**config.mk**
```make
export PLATFORM = sky130hd
export DESIGN_NAME = move_input_ctrl_flat
export DESIGN_NICKNAME = d
export VERILOG_FILES = /design/src/rtl/move_input_ctrl_pkg.sv /design/src/rtl/move_input_ctrl_if.sv /design/src/rtl/move_input_ctrl_debounce.sv /design/src/rtl/move_input_ctrl.sv /design/src/flat_wrapper.sv
export SDC_FILE = /design/constraint.sdc
export NUM_CORES = 1
export LEC_CHECK = 0
export BUFFER_PORTS_ARGS = -buffer_cell sky130_fd_sc_hd__buf_2
export CAP_MARGIN = 20
export CELL_PAD_IN_SITES_DETAIL_PLACEMENT = 0
export CELL_PAD_IN_SITES_GLOBAL_PLACEMENT = 1
export CORE_MARGIN = 2
export CORE_UTILIZATION = 49
export DETAILED_ROUTE_END_ITERATION = 16
export PLACE_DENSITY_LB_ADDON = 0.12
export SETUP_SLACK_MARGIN = 0.15
export SLEW_MARGIN = 20
export SYNTH_ARGS = -nofsm -noshare
export SYNTH_HDL_FRONTEND = slang
export SYNTH_HIERARCHICAL = 1
export SYNTH_SLANG_ARGS = --single-unit
```
**constraint.sdc**
```tcl
create_clock -name clk -period 2.4 [get_ports clk]
set_clock_uncertainty 0.1 [all_clocks]
set_input_delay 0.48 -clock clk [delete_from_list [all_inputs] [get_ports clk]]
set_output_delay 0.48 -clock clk [all_outputs]
set_load 0.05 [all_outputs]
```
**src/rtl/move_input_ctrl_pkg.sv**
```systemverilog
// Shared constants and types for the move input controller: direction codes,
// FSM state encoding and the default debounce length.
package game_pkg;

   localparam int DEBOUNCE_CYCLES_DEF = 65536;

   localparam logic [1:0] DIR_UP    = 2'd0;
   localparam logic [1:0] DIR_RIGHT = 2'd1;
   localparam logic [1:0] DIR_DOWN  = 2'd2;
   localparam logic [1:0] DIR_LEFT  = 2'd3;

   typedef logic [1:0] state_t;

   localparam state_t ST_IDLE     = 2'd0;
   localparam state_t ST_REQ      = 2'd1;
   localparam state_t ST_WAIT_REL = 2'd2;

   // Simultaneous presses resolve as up > right > down > left.
   function automatic logic [1:0] pick_dir(input logic [3:0] press);
      logic [1:0] d;
      d = DIR_LEFT;
      if (press[0])      d = DIR_UP;
      else if (press[1]) d = DIR_RIGHT;
      else if (press[2]) d = DIR_DOWN;
      return d;
   endfunction

endpackage

```
**src/rtl/move_input_ctrl_if.sv**
```systemverilog
// Move handshake between the input controller (master) and the game
// controller (slave), plus the new-game pulse and the move counter.
interface move_input_ctrl_if #(
   parameter int CNT_W = 16
);
   logic             move_req;
   logic             move_ack;
   logic [1:0]       dir;
   logic             game_rst;
   logic [CNT_W-1:0] move_count;

   modport master (
      output move_req,
      output dir,
      output game_rst,
      output move_count,
      input  move_ack
   );

   modport slave (
      input  move_req,
      input  dir,
      input  game_rst,
      input  move_count,
      output move_ack
   );
endinterface

```
**src/rtl/move_input_ctrl_debounce.sv**
```systemverilog
// One raw button: 2-flop synchronizer, counting debouncer and a one-cycle
// pulse on each rising edge of the debounced level.
module button_debounce #(
   parameter int DEBOUNCE_CYCLES = 4
) (
   input  logic clk,
   input  logic rst,
   input  logic btn_raw,
   output logic level,
   output logic press
);

   localparam int CW = (DEBOUNCE_CYCLES > 1) ? $clog2(DEBOUNCE_CYCLES) : 1;
   localparam logic [CW-1:0] CNT_MAX = CW'(DEBOUNCE_CYCLES - 1);

   logic          sync1_q, sync1_d;
   logic          sync2_q, sync2_d;
   logic          level_q, level_d;
   logic          press_q, press_d;
   logic [CW-1:0] cnt_q, cnt_d;

   // The counter only runs while the synchronized sample disagrees with the
   // accepted level; any agreeing sample restarts the qualification window.
   always_comb begin
      sync1_d = btn_raw;
      sync2_d = sync1_q;
      level_d = level_q;
      cnt_d   = cnt_q;
      if (sync2_q == level_q) begin
         cnt_d = '0;
      end else if (cnt_q == CNT_MAX) begin
         level_d = ~level_q;
         cnt_d   = '0;
      end else begin
         cnt_d = cnt_q + CW'(1);
      end
      press_d = level_d & ~level_q;
   end

   always_ff @(posedge clk or negedge rst) begin
      if (!rst) begin
         sync1_q <= 1'b0;
         sync2_q <= 1'b0;
         level_q <= 1'b0;
         press_q <= 1'b0;
         cnt_q   <= '0;
      end else begin
         sync1_q <= sync1_d;
         sync2_q <= sync2_d;
         level_q <= level_d;
         press_q <= press_d;
         cnt_q   <= cnt_d;
      end
   end

   assign level = level_q;
   assign press = press_q;

endmodule

```
**src/rtl/move_input_ctrl.sv**
```systemverilog
// Turns four debounced direction buttons and a new-game button into a
// single-move request/acknowledge handshake with a running move counter.
module move_input_ctrl
   import game_pkg::*;
#(
   parameter int DEBOUNCE_CYCLES = DEBOUNCE_CYCLES_DEF,
   parameter int CNT_W           = 16
) (
   input  logic               clk,
   input  logic               rst,
   input  logic               btn_up,
   input  logic               btn_right,
   input  logic               btn_down,
   input  logic               btn_left,
   input  logic               btn_rst,
   move_input_ctrl_if.master  bus
);

   logic [4:0] btn_raw;
   logic [4:0] level;
   logic [4:0] press;
   logic       unused_rst_level;

   assign btn_raw          = {btn_rst, btn_left, btn_down, btn_right, btn_up};
   assign unused_rst_level = level[4];

   for (genvar i = 0; i < 5; i++) begin : g_btn
      button_debounce #(
         .DEBOUNCE_CYCLES(DEBOUNCE_CYCLES)
      ) u_db (
         .clk    (clk),
         .rst    (rst),
         .btn_raw(btn_raw[i]),
         .level  (level[i]),
         .press  (press[i])
      );
   end

   state_t           state_q, state_d;
   logic             move_req_q, move_req_d;
   logic [1:0]       dir_q, dir_d;
   logic             game_rst_q, game_rst_d;
   logic [CNT_W-1:0] move_count_q, move_count_d;

   // A new-game press outranks everything: it aborts a pending move and, like
   // an acknowledged move, parks the FSM until all directions are released.
   always_comb begin
      state_d      = state_q;
      move_req_d   = move_req_q;
      dir_d        = dir_q;
      move_count_d = move_count_q;
      game_rst_d   = press[4];
      case (state_q)
         ST_IDLE: begin
            if (press[4]) begin
               state_d = ST_WAIT_REL;
            end else if (|press[3:0]) begin
               dir_d      = pick_dir(press[3:0]);
               move_req_d = 1'b1;
               state_d    = ST_REQ;
            end
         end
         ST_REQ: begin
            if (press[4]) begin
               move_req_d = 1'b0;
               state_d    = ST_WAIT_REL;
            end else if (bus.move_ack) begin
               move_req_d   = 1'b0;
               move_count_d = move_count_q + CNT_W'(1);
               state_d      = ST_WAIT_REL;
            end
         end
         ST_WAIT_REL: begin
            if (level[3:0] == 4'b0000) begin
               state_d = ST_IDLE;
            end
         end
         default: begin
            move_req_d = 1'b0;
            state_d    = ST_IDLE;
         end
      endcase
   end

   always_ff @(posedge clk or negedge rst) begin
      if (!rst) begin
         state_q      <= ST_IDLE;
         move_req_q   <= 1'b0;
         dir_q        <= DIR_UP;
         game_rst_q   <= 1'b0;
         move_count_q <= '0;
      end else begin
         state_q      <= state_d;
         move_req_q   <= move_req_d;
         dir_q        <= dir_d;
         game_rst_q   <= game_rst_d;
         move_count_q <= move_count_d;
      end
   end

   assign bus.move_req   = move_req_q;
   assign bus.dir        = dir_q;
   assign bus.game_rst   = game_rst_q;
   assign bus.move_count = move_count_q;

endmodule

```
**src/flat_wrapper.sv**
```systemverilog
// flat-port wrapper written by rule: the top's interface ports become plain ports
module move_input_ctrl_flat import game_pkg::*;
#(
   parameter int DEBOUNCE_CYCLES = DEBOUNCE_CYCLES_DEF,
   parameter int CNT_W           = 16
)
  (clk, rst, btn_up, btn_right, btn_down, btn_left, btn_rst, bus_move_req, bus_dir, bus_game_rst, bus_move_count, bus_move_ack);
  move_input_ctrl_if #(.CNT_W(CNT_W)) bus_i ();
  input  logic clk;
  input  logic rst;
  input  logic btn_up;
  input  logic btn_right;
  input  logic btn_down;
  input  logic btn_left;
  input  logic btn_rst;
  output wire logic [$bits(bus_i.move_req)-1:0] bus_move_req;
  output wire logic [$bits(bus_i.dir)-1:0] bus_dir;
  output wire logic [$bits(bus_i.game_rst)-1:0] bus_game_rst;
  output wire logic [$bits(bus_i.move_count)-1:0] bus_move_count;
  input wire logic [$bits(bus_i.move_ack)-1:0] bus_move_ack;
  assign bus_move_req = bus_i.move_req;
  assign bus_dir = bus_i.dir;
  assign bus_game_rst = bus_i.game_rst;
  assign bus_move_count = bus_i.move_count;
  assign bus_i.move_ack = bus_move_ack;
  move_input_ctrl #(.DEBOUNCE_CYCLES(DEBOUNCE_CYCLES), .CNT_W(CNT_W)) u_core (.clk(clk), .rst(rst), .btn_up(btn_up), .btn_right(btn_right), .btn_down(btn_down), .btn_left(btn_left), .btn_rst(btn_rst), .bus(bus_i));
endmodule
```
# Yosys cells after proc, flatten, opt, wreduce, memory -nomap -nowiden
# Cells that the tools add are included.
[word_totals]
regBits = 122
inputBits = 8
out_inout_bits = 20
word_cells = 106
[classes]
n_addsub = 6
n_eq_ne = 17
muxes = 34
bitwise = 12
reduce_logical = 7
[op_table]
columns = ["cell", "count"]
rows = [
  ["two-way mux 16 bit", 10],
  ["adder 16 x 1 -> 16 bit (second input constant)", 6],
  ["equality test 16 bit (second input constant)", 5],
  ["two-way mux 1 bit", 15],
  ["two-way mux 2 bit", 7],
  ["AND reduction 3 bit", 3],
  ["NOT 1 bit", 7],
  ["case mux 2 bit (3 select lines)", 1],
  ["bitwise AND 1 bit", 5],
  ["equality test 1 bit", 5],
  ["logical NOT 4 bit", 1],
  ["inequality test 2 x 1 -> 1 bit (second input constant)", 2],
  ["AND reduction 4 bit", 1],
  ["OR reduction 4 bit", 1],
  ["inequality test 3 x 2 -> 1 bit (second input constant)", 1],
  ["inequality test 3 bit (second input constant)", 1],
  ["case mux 1 bit (3 select lines)", 1],
  ["equality test 2 x 1 -> 1 bit (second input constant)", 1],
  ["equality test 2 bit (second input constant)", 1],
  ["logical NOT 2 bit", 1],
  ["inequality test 2 bit (second input constant)", 1],
]

# Depth between registers and ports, before layout
# Gate-level depths: netlist of the first run.
[depth]
depth_word = 4
mapped_depth = 5
ltp_nobuf = 5

# Hierarchy
# The synthesis of the first run kept the hierarchy.
[modules_own_cells]
columns = ["mod", "instances", "cells_per_inst", "area_each_um2", "seq_area_each_um2"]
rows = [
  ["button_debounce", 5, 87, 917.1, 500.5],
  ["move_input_ctrl", 1, 92, 1013.5, 550.5],
]

# Worst setup path after synthesis of the first run
# Ideal clock, no wire load.
[synth_timing]
path_kind = "register to register"
start = "register u_core.move_count_q[0], in the netlist u_core/bus.move_count[0]"
end = "register u_core.move_count_q[12], in the netlist u_core/bus.move_count[12]"
setup_ps = 142
arrival_ps = 1699
t_required_ps = 2158
path_slack_ps = 459
stages_incl_launch_ff = 6
path_buffers = 0
period_less_slack_ps = 1941
path_cell_list = "dfrtp_1 ha_1 nand3_1 nor4_4 nand3_1 xnor2_1"
[synth_via]
elab_chain_len = 1
[synth_rtl]
columns = ["element", "line_no", "source"]
rows = [
  ["start, declared", "move_input_ctrl.sv:43", "logic [CNT_W-1:0] move_count_q, move_count_d;"],
  ["start signal, assigned", "move_input_ctrl.sv:97", "move_count_q <= move_count_d;"],
  ["adder 16 x 1 -> 16 bit", "move_input_ctrl.sv:69", "move_count_d = move_count_q + CNT_W'(1);"],
]
# No other way between the ends.
# A chain may end at the register's enable or synchronous reset.

# Worst setup path after layout of the first run
[layout_timing]
start = "register u_core.g_btn[1].u_db.cnt_q[2]"
end = "register u_core.g_btn[1].u_db.level_q"
[layout_via]
elab_chain_len = 3
[layout_rtl]
columns = ["element", "line_no", "source"]
rows = [
  ["start, declared", "move_input_ctrl_debounce.sv:20", "logic [CW-1:0] cnt_q, cnt_d;"],
  ["start signal, assigned", "move_input_ctrl_debounce.sv:52", "cnt_q <= cnt_d;"],
  ["equality test 16 bit", "move_input_ctrl_debounce.sv:31", "end else if (cnt_q == CNT_MAX) begin"],
  ["two-way mux 1 bit", "move_input_ctrl_debounce.sv:31", ""],
  ["two-way mux 1 bit", "move_input_ctrl_debounce.sv:29", "if (sync2_q == level_q) begin"],
  ["via u_core.g_btn[1].u_db.level_d", "move_input_ctrl_debounce.sv:18", "logic level_q, level_d;"],
  ["end signal, assigned", "move_input_ctrl_debounce.sv:50", "level_q <= level_d;"],
  ["end, declared", "move_input_ctrl_debounce.sv:18", ""],
]
# The timed path passes the listed nets, and every way through them passes these cells.

==> results_dict.tcl, run 1 <==
set metrics [dict create \
    ctsResizeCount 0 \
    hold_class "in -> async" \
    synth-seq-cells 122 \
    h-tree-depth 4 \
    cts_tree "built" \
    drive_above_1_share 0.1453 \
    syn_nets 541 \
    synth_edf_count 0 \
    syn_area_per_cell_um2 10.62 \
    fp-row-count 39 \
    first_pass_iters 4 \
    reg2reg_slack_ps 360 \
    die_w_um 110.9 \
    fin_crit_sh 0.8512 \
    status "completed" \
    synth_flop_cell "dfrtp_1" \
    fp.coreArea_um2 11270 \
    cts-root-buf "clkbuf_16" \
    post-cts-setup-buffer-count 0 \
    vias_per_cell 5.210 \
    worstReg2RegEnd "u_core/g_btn[1].u_db/level" \
    drtAntennaViolNets 0 \
    holdBufCountCts 0 \
    crit_path_start_kind "flop" \
    area_delta_synth_final_pct 16.34 \
    grt_pass1_vias 3749 \
    drc 0 \
    vias 3793 \
    drt_iter0_drc 266 \
    setup_violations 0 \
    n_antenna_cell 0 \
    yosysSeqAreaShare 0.5453 \
    place.gp.congestion 0.7951 \
    port_buffers 27 \
    ys_types 36 \
    track_usage 0.1777 \
    fin_nets 588 \
    start_util 0.4967 \
    maxSlewViolCount 0 \
    synth_cells 527 \
    worstPathRequired_ps 2590 \
    yosysWarnings 6 \
    cts_inserted_buffers 17 \
    cp_max_fo 9 \
    slew-limit-headroom 0.5749 \
    antenna_found_initial 0 \
    tns_ps 0 \
    async_reset_ff_frac 1.000 \
    netlist.area_leader.share 0.5453 \
    syn-cell-area_um2 5599 \
    clock-sinks 122 \
    place_hpwl_um 6473 \
    grt_overflow 0 \
    worstPathArrival_ps 2230 \
    critical_path_class "reg -> reg" \
    pin_count 28 \
    path_clk_slew_ps 50 \
    peakVddDrop_mv 0.7384 \
    worstSetupEndpointType "flop" \
    yosysTopAreaCell "dfrtp_1" \
    p_per_area_nw_per_um2 726.3 \
    die_y_um 110.9 \
    clk_latency_ps 410 \
    cts_buffer_depth 2 \
    max_freq_ghz 0.4895 \
    grt_max_degree 123 \
    hold_viol_final 0 \
    rsz0062_at_grt "no" \
    leakagePower_nw 2.895 \
    worstRegToRegCells 4 \
    r2r_start "u_core/g_btn[1].u_db/cnt_q[2]" \
    tightest_slew_ps 637.6 \
    min_period_ps 2043 \
    die_area_um2 12300 \
    drv_cap 0 \
    ys_top_cells_by_area "dfrtp_1 (55%), xnor2_1 (8.3%), nor2_1 (5.9%)" \
    post_drt_wl_per_cell_um 13.56 \
    grt_pass1_wl_um 17710 \
    drt-total-wl_um 9872 \
    post-route-util 0.5779 \
]
==> cell families after synthesis <==
logic type | synth area share
flops | 0.5453
mux | 0.02436
fa+ha+maj | 0.01341
xor+xnor | 0.1251
buf+inv | 0.01922
simple gates | 0.2483
compound gates | 0.02436
==> routing by layer <==
metal	part of all wire	vias up	GRT usage	routed length, µm
li1	-	1887	-	-
met1	0.49	1842	0.2472	4883
met2	0.45	55	0.2589	4426
met3	0.046	9	0.06944	451
met4	0.011	0	0.05417	110
met5	0	-	0	0
==> metrics by stage <==
| step | total power [mW] | cell area, µm² | setup WS [ps] | hold WS, ps | std cells |
|---|---|---|---|---|---|
| after floorplan | 2.241 | 5599 | 458.8 | 84.41 | 527 |
| after global placement | 2.330 | 5944 | 414.6 | 232.4 | 698 |
| after detailed placement | 2.332 | 5944 | 371.4 | 234.7 | 698 |
| after CTS | 4.810 | 6514 | 355.2 | 50.22 | 728 |
| after global routing | 4.935 | 6514 | 280.3 | 52.27 | 728 |
| final | 4.731 | 6514 | 357.1 | 56.24 | 728 |
==> state kept, by name, summed over array words and instances (netlist names) <==
register / count
u_core/g_btn.u_db/cnt_q: 80
u_core/g_btn.u_db/sync2_q: 5
u_core/bus.game_rst: 1
u_core/bus.move_req: 1
u_core/g_btn.u_db/sync1_q: 5
u_core/bus.dir: 2
u_core/state_q: 2
u_core/g_btn.u_db/press: 5
u_core/bus.move_count: 16
u_core/g_btn.u_db/level: 5
==> power by group <==
part	total, mW	switching, mW	internal (mW)
clock network	2.44	0.848	1.59
registers	2.15	0.0534	2.09
logic	0.148	0.100	0.0475
==> critical path, cell delays in order, from the launching register on <==
cell,delay (ps)
dfrtp_1,450
nand4_4,190
or4_4,600
or2_4,280
mux2_4,300
==> synthesized netlist by cell type, types with 2 or more instances <==
master / count
dfrtp_1: 122
nor2_1: 88
xnor2_1: 53
nand3_1: 48
nand2_1: 28
xor2_1: 27
nor3_1: 24
inv_1: 19
and3_1: 13
nand4_1: 12
a21oi_1: 7
o21ai_0: 7
ha_1: 6
nand2b_1: 6
and2_1: 5
buf_2: 5
mux2_4: 5
mux2i_1: 5
nand4_4: 5
nor3b_1: 5
nor4_1: 5
o21ai_1: 5
or2_4: 5
or3_1: 5
or4_4: 5
o41ai_1: 2
==> placed cells by master (no fill, tap or decap), drive strengths merged, types with 2 or more instances in the layout <==
master and instances:
a21oi 7, xor2 27, inv 19, or3 5, ha 6, mux2i 5
nand4 17, xnor2 53, nand3 48, nor3 24, buf 34, nor4 6
nand2 28, clkbuf 22, nor2 88, and3 13, bufinv 2, mux2 6
clkinv 4, clkinvlp 2, o41ai 2, and2 5, or2 5, o21ai 12
dfrtp 122, nor3b 5, nand2b 6, or4 5
==> layout make-up <==
type	instances	area [µm²]
Multi-Input combinational cell	380	2439
Fill cell	956	4758
Tap cell	143	178.9
Clock inverter	8	95.09
Timing Repair Buffer	34	202.7
Inverter	19	71.32
Clock buffer	22	474.2
Sequential cell	122	3053
==> how the worst max path moves through the flow <==
stage                                  startpoint                    endpoint  slack [ps]  depth (start not counted)
floorplan                u_core/bus.move_count[0]   u_core/bus.move_count[12]         460                          5
global route        u_core/g_btn[1].u_db/cnt_q[2]  u_core/g_btn[1].u_db/level         280                          4
global placement    u_core/g_btn[4].u_db/cnt_q[2]  u_core/g_btn[4].u_db/level         410                          4
CTS                 u_core/g_btn[1].u_db/cnt_q[2]  u_core/g_btn[1].u_db/level         360                          4
finish              u_core/g_btn[1].u_db/cnt_q[2]  u_core/g_btn[1].u_db/level         360                          4
detailed placement  u_core/g_btn[0].u_db/cnt_q[2]  u_core/g_btn[0].u_db/level         370                          4
Power figures use the tool's default switching activity.
==> run 2, diff against run 1 <==
CORE_ASPECT_RATIO = 1.4   (was not set)
clock period = 2.2 ns   (was 2.4 ns; I/O delays follow)
==> run 2 against run 1 <==
Compared with the run above: wire length grew 5.2%; non-clock buffer count grew 8; sequential cell count is the same; highest routed layer unchanged; register-to-register slack lost 110 ps.
==> results_dict.tcl, run 2 (synthesis results as in run 1) <==
set metrics [dict create \
    status "completed" \
    drv_cap 0 \
    place.gp.congestion 0.7849 \
    cts_buffer_depth 2 \
    wl_met2_um 5239 \
    port_buffers 27 \
    worstPathArrival_ps 2140 \
    clockPowerShare 0.500 \
    clk_latency_ps 410 \
    vias_per_cell 5.281 \
    area_delta_synth_final_pct 17.34 \
    peakVddDrop_mv 0.4300 \
    maxSlewViolCount 0 \
    n_fill_cell 952 \
    min_period_ps 1951 \
    die_y_um 130.5 \
    grt_pass1_wl_um 17910 \
    fin_nets 596 \
    fin_crit_sh 0.8868 \
    tns_ps 0 \
    first_pass_iters 4 \
    cp_max_fo 5 \
    drtAntennaViolNets 0 \
    post_drt_wl_per_cell_um 14.06 \
    worstSetupEndpointType "flop" \
    rsz0062_at_grt "no" \
    vias 3903 \
    p_per_area_nw_per_um2 764.2 \
    ctsResizeCount 0 \
    die_w_um 94.35 \
    switchingPower_mw 1.187 \
    seqPwrFrac 0.466 \
    grt_overflow 0 \
    drive_above_1_share 0.1613 \
    hold_class "in -> reg" \
    setup_violations 0 \
    routed-wl-met3_um 320 \
    pin_count 28 \
    slew-limit-headroom 0.6859 \
    layout_commonest_cell "dfrtp_1" \
    n_antenna_cell 0 \
    power_frac_comb 0.033 \
    place_hpwl_um 7060 \
    cts-root-buf "clkbuf_16" \
    p_int_mw 3.834 \
    track_usage 0.1867 \
    cts_inserted_buffers 17 \
    largest_reg_flops 80 \
    die_area_um2 12310 \
    drc 0 \
    drt_iter0_drc 228 \
    leakagePower_nw 2.901 \
    cts_tree "built" \
    grt_max_degree 44 \
    crit_path_start_kind "flop" \
    drt-total-wl_um 10390 \
    max_freq_ghz 0.5126 \
    hold_viol_final 0 \
    whs_ps 31.66 \
    switching_share 0.2363 \
    holdBufCountCts 1 \
    final_cell_mix "dfrtp_1 (122), nor2_1 (88), xnor2_1 (53), nand3_1 (48), nand2_1 (28)" \
    fp-row-count 46 \
    h-tree-depth 4 \
    path_clk_slew_ps 60 \
    antenna_found_initial 0 \
    worstPathRequired_ps 2390 \
    met1Wirelength_um 4670 \
    tightest_slew_ps 471.2 \
    clock-sinks 122 \
    start_util 0.4989 \
    fp.coreArea_um2 11220 \
    critical_path_class "reg -> reg" \
    top_layer "met4" \
    post-cts-setup-buffer-count 0 \
    grt_pass1_vias 3850 \
    regMostFlops "u_core/g_btn.u_db/cnt_q" \
]
[run 2: changes by cell type in the layout (fill, tap and decap cells not counted), moves of 2 or more]
| cell | previous run | this run |
|---|---|---|
| buf_4 | 7 | 13 |
| bufinv_16 | 2 | 0 |
| clkinvlp_4 | 2 | 8 |
| clkinv_4 | 0 | 2 |
| clkinv_2 | 4 | 2 |
| clkbuf_1 | 2 | 0 |
[run 2: power by group through the flow]
stage / logic, mW / clock network (mW) / registers (mW)
floorplan: 0.0697 / 0 / 2.38
finish: 0.168 / 2.51 / 2.34
global placement: 0.171 / 0 / 2.38
detailed placement: 0.173 / 0 / 2.38
global route: 0.194 / 2.68 / 2.35
CTS: 0.175 / 2.58 / 2.34
[run 2: per-layer routing]
layer	GRT usage	vias up
met5	0	-
met2	0.3097	59
li1	-	1904
met1	0.2341	1928
met4	0.07673	0
met3	0.04702	12
[run 2: layout make-up]
cell class              count  area [µm²]  area share
well taps                 144       180.2     0.02742
inverters                  19       71.32     0.01086
clock buffers              19       452.9     0.06894
clock inverters            13       96.34     0.01466
multi-input cells         380        2439      0.3712
repair buffers             42       277.8     0.04228
flip-flops and latches    122        3053      0.4647
[run 2: critical path, stage by stage, from the launching register on]
cell and delay [ps]:
dfrtp_1 450, nand4_4 120, or4_4 580, or2_4 280
mux2_4 290
[run 2: worst paths after layout]
path,to,slack [ps],from,depth (start not counted)
worst max-delay path,u_core/g_btn[0].u_db/level,250,u_core/g_btn[0].u_db/cnt_q[2],4
worst min-delay path,u_core/g_btn[3].u_db/sync1_q,30,btn_left,1
min in group asynchronous,u_core/g_btn[2].u_db/cnt_q[5],440,rst,2
worst min register to register,u_core/g_btn[4].u_db/sync2_q,250,u_core/g_btn[4].u_db/sync1_q,0
worst max register to register,u_core/g_btn[0].u_db/level,250,u_core/g_btn[0].u_db/cnt_q[2],4
max in group asynchronous,u_core/g_btn[3].u_db/cnt_q[5],980,rst,3
[run 2: through the flow]
stage | area, µm² | cells | utilization | total power [mW] | setup slack, ps
2_1_floorplan | 5599 | 527 | - | 2.445 | 258.8
5_1_grt | 6570 | 739 | 0.5854 | 5.226 | 191.5
6_report | 6570 | 739 | 0.5854 | 5.021 | 249.0
3_3_place_gp | 6011 | 706 | 0.5356 | 2.549 | 295.7
3_5_place_dp | 6011 | 706 | 0.5356 | 2.554 | 254.2
4_1_cts | 6570 | 739 | 0.5854 | 5.092 | 248.8
==> run 3, diff against run 2 <==
CORE_UTILIZATION = 44   (was 49)
clock period = 1.65 ns   (was 2.2 ns; I/O delays follow)
==> run 3 against run 2 <==
Compared with the run above: the run now ends with negative setup slack left; core utilization up 8.6 points; first-iteration DRC count down 50%; die area up 11%; clock power up 55%; sequential cell count unchanged; register-to-register slack worse by 410 ps; via count up 12%; sequential power up 32%; worst setup slack worse by 410 ps; critical path depth unchanged; worst hold slack better by 170 ps; highest routed layer unchanged.
==> results_dict.tcl, run 3 (synthesis results as in run 1) <==
set metrics [dict create \
    grt_pass1_wl_um 20730 \
    fp-row-count 48 \
    die_area_um2 13660 \
    tightest_slew_ps 390.1 \
    p_per_area_nw_per_um2 894.9 \
    track_usage 0.1910 \
    setup_violations 73 \
    switchingPower_mw 1.626 \
    power_frac_comb 0.064 \
    worst_slack_ps -160.6 \
    h-tree-depth 4 \
    worstPathRequired_ps 1840 \
    p_int_mw 5.809 \
    crit_slowest_cell "or4_4" \
    leakagePower_nw 3.585 \
    vias_per_cell 5.100 \
    worstSetupEndpointType "flop" \
    cp_slowest_stage_delay_ps 530 \
    cts_inserted_buffers 17 \
    cp_num_buf_inv 0 \
    drv_cap 0 \
    post-route-util 0.6715 \
    largest_reg_flops 80 \
    hold_class "in -> reg" \
    clockPowerShare 0.521 \
    fin_nets 707 \
    grt_overflow 0 \
    post_drt_wl_per_cell_um 14.43 \
    max_freq_ghz 0.5523 \
    worstPathArrival_ps 2000 \
    place_hpwl_um 7957 \
    violations "negative setup slack" \
    status "finished with violations" \
    fp.coreArea_um2 12370 \
    regMostFlops "u_core/g_btn.u_db/cnt_q" \
    path_cells "nand4_4, or4_4, or2_4, mux2_4" \
    slew-limit-headroom 0.7399 \
    area_delta_synth_final_pct 48.38 \
    drive_above_1_share 0.4249 \
    worstReg2RegEnd "u_core/g_btn[0].u_db/level" \
    crit_end "u_core/g_btn[0].u_db/level" \
    maxSlewViolCount 0 \
    vias 4366 \
    grt_pass1_vias 4493 \
    n_antenna_cell 0 \
    drtAntennaViolNets 0 \
    pin_count 28 \
    worstRegToRegCells 4 \
    reg2reg_slack_ps -160 \
    die_y_um 137.5 \
    place_ws_ps -145.1 \
    crit_path_start_kind "flop" \
    fin_crit_sh 1.097 \
    clk_latency_ps 410 \
    cp.depth 4 \
    r2r_start "u_core/g_btn[0].u_db/cnt_q[5]" \
    drt_iter0_drc 114 \
    cp_max_fo 3 \
    switching_share 0.2187 \
    drt-total-wl_um 12360 \
    grt_max_degree 44 \
    cts-root-buf "clkbuf_16" \
    clock-sinks 122 \
    layout_commonest_cell "dfrtp_1" \
    min_period_ps 1811 \
    cts_tree "built" \
    start_util 0.4526 \
    cts_buffer_depth 2 \
    peakVddDrop_mv 0.8119 \
    antenna_found_initial 0 \
    drc 0 \
    n_fill_cell 954 \
    place.gp.congestion 0.7778 \
    die_w_um 99.34 \
    rsz0062_at_grt "yes" \
    critical_path_class "reg -> reg" \
    seqPwrFrac 0.415 \
    path_clk_slew_ps 50 \
    port_buffers 27 \
    critPathTopFamily "simple AND/OR/NAND/NOR gates" \
    final_cell_mix "dfrtp_1 (113), buf_4 (100), xnor2_1 (53), nand3_1 (47), nor2_4 (40)" \
    hold_viol_final 0 \
    first_pass_iters 4 \
    crit_start "u_core/g_btn[0].u_db/cnt_q[5]" \
]
run 3: cell types whose count changed in the layout (fill, tap and decap cells not counted), moves of 18 or more:
cell and delta:
buf_6 +28, nor2_1 -65, buf_4 +87, nor2_2 +25
nor2_4 +40, buf_2 -18
run 3: per-stage QoR:
stage          total power, mW  area [µm²]  hold WS [ps]  setup TNS (ps)  instances
4_1_cts                  7.453        7702         168.7           -4308        849
3_3_place_gp             3.479        6703         184.0          -765.8        798
5_1_grt                  7.718        8308         201.3          -10840        856
3_5_place_dp             3.486        6703         186.3           -1045        798
6_report                 7.434        8308         196.7           -6184        856
2_1_floorplan            3.271        5650        -65.59           -7592        527
run 3: final cells by class:
| type | instances | area [µm²] | share of cell area |
|---|---|---|---|
| Inverter | 19 | 71.32 | 0.008584 |
| Timing Repair Buffer | 153 | 1344 | 0.1617 |
| Sequential cell | 122 | 3064 | 0.3688 |
| Clock inverter | 12 | 172.7 | 0.02078 |
| Multi-Input combinational cell | 380 | 3022 | 0.3637 |
| Tap cell | 150 | 187.7 | 0.02259 |
| Clock buffer | 20 | 446.7 | 0.05376 |
run 3: how the worst min path moves through the flow:
stage / start / endpoint / slack (ps) / cells after the start
6_report: bus_move_ack / u_core/state_q[0] / 200 / 3
2_1_floorplan: rst / u_core/bus.dir[0] / -70 / 0
4_1_cts: bus_move_ack / u_core/state_q[0] / 170 / 3
3_3_place_gp: rst / u_core/g_btn[1].u_db/cnt_q[11] / 180 / 1
3_5_place_dp: rst / u_core/g_btn[1].u_db/cnt_q[11] / 190 / 1
5_1_grt: bus_move_ack / u_core/state_q[0] / 200 / 3
run 3: power by group through the flow:
stage               clock network [mW]  logic [mW]  registers, mW
floorplan                            0       0.101           3.17
global placement                     0       0.345           3.13
detailed placement                   0       0.350           3.14
finish                            3.88       0.474           3.09
CTS                               3.97       0.401           3.09
global route                      4.11       0.519           3.09
run 3: layer usage:
| layer | vias to the layer above | track usage | routed length (µm) |
|---|---|---|---|
| met5 | - | 0 | 0 |
| met4 | 0 | 0.07839 | 218 |
| met3 | 18 | 0.04313 | 368 |
| met2 | 68 | 0.3311 | 6446 |
| met1 | 2153 | 0.2293 | 5322 |
| li1 | 2127 | - | - |
run 3: tightest hold or removal path: stages:
cell	delay, ps
buf_2	150
o22a_1	150
nor2_1	40
run 3: timing repair:
action	CTS	global route
endpoints found under the hold margin	30	0
gates cloned	1	1
hold buffers	6	0
pin swaps	16	60
gates resized for setup	57	149
buffers inserted	12	6
setup endpoints to repair	106	112
